### src/rtl/display_scan.sv
`default_nettype none
// ============================================================================
// Module      : display_scan
// Description : Captures the calculator (data, pos) digit stream into an
//               N_DIGITS digit store and time-multiplexes it onto a
//               common-anode 7-segment display. Status error blinks the
//               whole display; status busy lights the dp of digit 0.
//               Optional macro LEADING_ZERO_BLANK_EN blanks leading zeros.
// Revision    : 1.0 - initial release
// ============================================================================
module display_scan #(
    parameter int N_DIGITS    = 8,
    parameter int REFRESH_DIV = 100000,
    parameter int BLINK_DIV   = 25000000
) (
    input  logic                clock,
    input  logic                reset,
    input  logic [3:0]          data,
    input  logic [3:0]          pos,
    input  logic [1:0]          status,
    output logic [N_DIGITS-1:0] an,
    output logic [7:0]          seg
);

    // Counter/index widths: $clog2 of the divisor, never narrower than 1 bit
    localparam int IDX_W = (N_DIGITS    > 1) ? $clog2(N_DIGITS)    : 1;
    localparam int REF_W = (REFRESH_DIV > 1) ? $clog2(REFRESH_DIV) : 1;
    localparam int BLK_W = (BLINK_DIV   > 1) ? $clog2(BLINK_DIV)   : 1;

    localparam logic [IDX_W-1:0] IDX_LAST = IDX_W'(N_DIGITS - 1);
    localparam logic [REF_W-1:0] REF_LAST = REF_W'(REFRESH_DIV - 1);
    localparam logic [BLK_W-1:0] BLK_LAST = BLK_W'(BLINK_DIV - 1);

    localparam logic [3:0] CODE_BLANK   = 4'hF;
    localparam logic [1:0] STATUS_ERROR = 2'b00;
    localparam logic [1:0] STATUS_BUSY  = 2'b01;

    // Digit store and scan/blink state
    logic [3:0]          r_store [N_DIGITS];
    logic [IDX_W-1:0]    r_idx;
    logic [REF_W-1:0]    r_ref_cnt;
    logic [BLK_W-1:0]    r_blk_cnt;
    logic                r_phase;

    // Combinational view of the digit currently being scanned
    logic [3:0]          w_code;
    logic [N_DIGITS-1:0] w_blank;
    logic                w_dp;
    logic [N_DIGITS-1:0] w_an_scan;
    logic                w_error;

    assign w_error = (status == STATUS_ERROR);

    // 7-segment glyph table, gfedcba, 0 = lit
    function automatic logic [6:0] decode(input logic [3:0] code);
        logic [6:0] g;
        case (code)
            4'h0:    g = 7'b1000000;
            4'h1:    g = 7'b1111001;
            4'h2:    g = 7'b0100100;
            4'h3:    g = 7'b0110000;
            4'h4:    g = 7'b0011001;
            4'h5:    g = 7'b0010010;
            4'h6:    g = 7'b0000010;
            4'h7:    g = 7'b1111000;
            4'h8:    g = 7'b0000000;
            4'h9:    g = 7'b0010000;
            4'hA:    g = 7'b0111111;   // '-'
            4'hB:    g = 7'b0000011;   // 'b'
            4'hC:    g = 7'b0001000;   // 'A'
            4'hD:    g = 7'b0100001;   // 'd'
            4'hE:    g = 7'b0000110;   // 'E'
            default: g = 7'b1111111;   // blank
        endcase
        return g;
    endfunction

    // Digit store: any in-range pos writes every cycle, last value wins
    always_ff @(posedge clock or posedge reset) begin
        if (reset) begin
            for (int i = 0; i < N_DIGITS; i++) begin
                r_store[i] <= CODE_BLANK;
            end
        end else begin
            for (int i = 0; i < N_DIGITS; i++) begin
                if ({28'd0, pos} == 32'(i)) begin
                    r_store[i] <= data;
                end
            end
        end
    end

    // Refresh divider and scan index; index advances on each divider wrap
    always_ff @(posedge clock or posedge reset) begin
        if (reset) begin
            r_ref_cnt <= '0;
            r_idx     <= '0;
        end else if (r_ref_cnt == REF_LAST) begin
            r_ref_cnt <= '0;
            r_idx     <= (r_idx == IDX_LAST) ? '0 : r_idx + IDX_W'(1);
        end else begin
            r_ref_cnt <= r_ref_cnt + REF_W'(1);
        end
    end

    // Blink divider: runs only while in error, phase toggles on every wrap
    always_ff @(posedge clock or posedge reset) begin
        if (reset) begin
            r_blk_cnt <= '0;
            r_phase   <= 1'b0;
        end else if (!w_error) begin
            r_blk_cnt <= '0;
            r_phase   <= 1'b0;
        end else if (r_blk_cnt == BLK_LAST) begin
            r_blk_cnt <= '0;
            r_phase   <= ~r_phase;
        end else begin
            r_blk_cnt <= r_blk_cnt + BLK_W'(1);
        end
    end

`ifdef LEADING_ZERO_BLANK_EN
    // A digit above 0 is blanked when it and every higher digit hold 0 or F
    always_comb begin
        logic run;
        w_blank = '0;
        run     = 1'b1;
        for (int i = N_DIGITS - 1; i >= 0; i--) begin
            run = run & ((r_store[i] == 4'h0) || (r_store[i] == CODE_BLANK));
            if (i > 0) begin
                w_blank[i] = run;
            end
        end
    end
`else
    // Every digit is drawn exactly as stored
    always_comb begin
        w_blank = '0;
    end
`endif

    // Select the scanned digit, applying the blanking mask
    always_comb begin
        w_code = CODE_BLANK;
        for (int i = 0; i < N_DIGITS; i++) begin
            if (r_idx == IDX_W'(i)) begin
                w_code = w_blank[i] ? CODE_BLANK : r_store[i];
            end
        end
    end

    // Busy indicator on digit 0's decimal point; scan enable is one-hot-low
    always_comb begin
        w_dp      = ~((status == STATUS_BUSY) && (r_idx == '0));
        w_an_scan = ~(N_DIGITS'(1) << r_idx);
    end

    // Registered display drive; blink phase 1 blanks all digit enables
    always_ff @(posedge clock or posedge reset) begin
        if (reset) begin
            an  <= '1;
            seg <= 8'hFF;
        end else begin
            an  <= r_phase ? '1 : w_an_scan;
            seg <= {w_dp, decode(w_code)};
        end
    end

endmodule
`default_nettype wire

### config.mk
export PLATFORM = sky130hd
export DESIGN_NAME = display_scan
export DESIGN_NICKNAME = d
export VERILOG_FILES = /design/src/rtl/display_scan.sv
export SDC_FILE = /design/constraint.sdc
export NUM_CORES = 1
export LEC_CHECK = 0
export CAP_MARGIN = 15
export CORE_MARGIN = 2
export CORE_UTILIZATION = 57
export DETAILED_ROUTE_END_ITERATION = 8
export PLACE_DENSITY_LB_ADDON = 0.25
export SYNTH_ARGS = -nofsm -noshare
export SYNTH_HDL_FRONTEND = slang
export SYNTH_SLANG_ARGS = --single-unit
### constraint.sdc
create_clock -name clock -period 3 [get_ports clock]
set_clock_uncertainty 0.1 [all_clocks]
set_input_delay 0.3 -clock clock [delete_from_list [all_inputs] [get_ports clock]]
set_output_delay 0.3 -clock clock [all_outputs]
set_load 0.05 [all_outputs]
==> metrics <==
sequential-to-total area share from yosys stat=0.533; P_leak=2.13 nW; Crit. End Element=flop; CP required=3.18 ns; first-pass GRT wire length=15.1 mm; CTS Sinks=94; max cap viols=0; crit-path cells=inv_1 > ha_1 > nor3b_1 > o311ai_0 > a21oi_1 > o31a_1 > buf_4 > ha_1 > mux4_2; WS Path Type=reg2reg; crit-path max FO=8; Routed WL=8.57 mm; post-DR wirelength/cell=15.5 um; Total GRT Usage=0.223; Synth area leader=dfstp_2; Syn Area/Cell=11.1 um2; grt ovf=0; CP Launch Type=flop; number of synthesized flops with an enable pin=0; Post-Syn Area=4520 um2; Distinct cells, synth=47; core area=7730 um2; Hold Crit Class=in2async; Setup-failing EPs final=0; slowest cell delay on critical path=0.47 ns; die height=93.1 um; Async SR Flop Fraction=1.00; DRC viols=0; Worst-path clk slew=0.09 ns; initial DRC count=108; initial antenna violation count=0; top-area cell type share of the netlist area=0.279; top cells by area, synth=dfstp_2, dfrtp_1, mux2_2, nor2_1, xor2_1; achievable frequency=349 MHz; largest net degree at the start of global routing=46; Vias=3073; status=finished, final reports clean; share of layout cells above drive strength 1=0.262; fin crit share=0.955; PwrDens=590 nW/um2; crit path buf inv count=2; die area=8670 um2; cell mode on critical path=ha_1; cell with the most instances after synthesis=nor2_1; Clock Path Buffers=2; Site Rows=32; crit path time final=2.87 ns; clk_lat worst skew=0.36 ns; TritonRoute pass-1 iters=4; Setup TNS=0 ns; Cells after Synth=408; ys flop type=dfstp_2; Hold Fails Final Rpt=0; H-tree Lvls=3; ANT nets after route=0; ant diodes=0; synth warn=0; number of buffers created by CTS=9; Slew headroom=0.441; Synth top cells by count=nor2_1, dfstp_2, dfrtp_1, mux2_2, nand2_1; area added between synthesis and finish=14.7%; clock root cell=clkbuf_8; Finished Core Util=0.671; DPL Wire Length=6.11 mm; chip width=93.1 um; Port Buffer Count=27; vias in the first global route=3138; unrepaired setup endpoints after global routing=no; maximum vdd drop=0.287 mV; syn_nets=434; Critical Path AT=3.04 ns; Boundary Pins=28; Crit path max-delay family=compound AO/OA/AOI/OAI gates; Initial Utilization=0.585; worst slew pin tran=0.833 ns; CTS tree=yes; final slew viol count=0; Avg Vias per Cell=5.56; WHS=0.263 ns; Nets=472; CP max-delay cell=mux4_2; hold-fix buffers at CTS=0; Placer Congestion=0.887; #FFs+latches synth=94
-- what timing repair did --
| item | 4_1_cts | 5_1_grt |
|---|---|---|
| resized for setup | 0 | 2 |
| setup buffers | 0 | 1 |
| endpoints found under the setup margin | 0 | 4 |
-- metal layers --
metal | global-route usage | up-vias | wire [um]
met4 | 0.0870 | 0 | 189
met2 | 0.372 | 82 | 4230
li1 | - | 1480 | -
met3 | 0.0395 | 15 | 397
met1 | 0.291 | 1496 | 3750
met5 | 0 | - | 0
-- cell usage in the layout, fill, tap and decap left out, types with 8 or more instances in the layout --
master and count:
nand2_1 25, nor2_1 54, and3_1 8, nand4_1 9
xor2_1 22, clkdlybuf4s50_1 27, nand2b_1 9, ha_1 13
nor3_1 13, xnor2_1 16, buf_4 12, inv_1 11
nand3_1 22, dfstp_2 48, mux2_2 34, clkbuf_8 11
dfrtp_1 46
-- flip-flops by register name, indices dropped and copies added (netlist names) --
register   count
r_ref_cnt     17
r_phase        1
r_store       32
an             8
seg            8
r_idx          3
r_blk_cnt     25
-- report_power, final --
group	total (mW)	switching [mW]	internal, mW
Combinational	0.573	0.319	0.254
Sequential	1.56	0.0683	1.50
Clock	0.921	0.439	0.482
Total	3.06	0.826	2.23
-- worst register-to-register path, delay by kind of cell, from the launching register on --
family | cells | cell delay, ns
buf+inv | 2 | 0.26
simple gates | 1 | 0.18
compound gates | 3 | 0.87
fa+ha+maj | 2 | 0.51
mux | 1 | 0.47
flops | 1 | 0.41
-- cell type report --
cell class,instances,area (um2)
clock inverters,4,51.3
repair buffers,39,360
flip-flops and latches,94,2410
well taps,102,128
fillers,571,2540
inverters,13,50.0
multi-input cells,289,2010
clock buffers,12,176
-- cell families after synthesis --
group	count (synthesis)	synth area share
buffers and inverters	25	0.0246
multiplexers	39	0.101
adder cells (fa/ha/maj)	14	0.0387
AND/OR/NAND/NOR	168	0.184
AO/OA/AOI/OAI	30	0.0445
XOR/XNOR	38	0.0736
flip-flops	94	0.533
-- path summary, 6_finish.rpt --
kind                                          end  slack, ns  cells past startpoint                    from
max in group asynchronous  r_store[1]$_DFFE_PP1N_       1.78                      3                   reset
hold reg to reg            r_ref_cnt[0]$_DFF_PP0_       0.39                      1  r_ref_cnt[0]$_DFF_PP0_
min in group clock         r_ref_cnt[0]$_DFF_PP0_       0.39                      1  r_ref_cnt[0]$_DFF_PP0_
hold / removal             r_ref_cnt[0]$_DFF_PP0_       0.26                      2                   reset
setup / recovery                 seg[0]$_DFF_PP1_       0.13                      9    r_idx[0]$_DFFE_PP0N_
setup reg to reg                 seg[0]$_DFF_PP1_       0.13                      9    r_idx[0]$_DFFE_PP0N_
-- stage by stage --
| stage | instance area [um2] | setup WS (ns) | cells | total power, mW |
|---|---|---|---|---|
| 2_1_floorplan | 4520 | 0.231 | 408 | 1.97 |
| 3_3_place_gp | 4940 | 0.201 | 536 | 2.13 |
| 3_5_place_dp | 4940 | 0.0714 | 536 | 2.16 |
| 4_1_cts | 5170 | 0.0521 | 552 | 3.07 |
| 5_1_grt | 5190 | 0.0142 | 553 | 3.18 |
| 6_report | 5190 | 0.134 | 553 | 3.06 |
No activity file was read; power rests on OpenSTA's default activity.
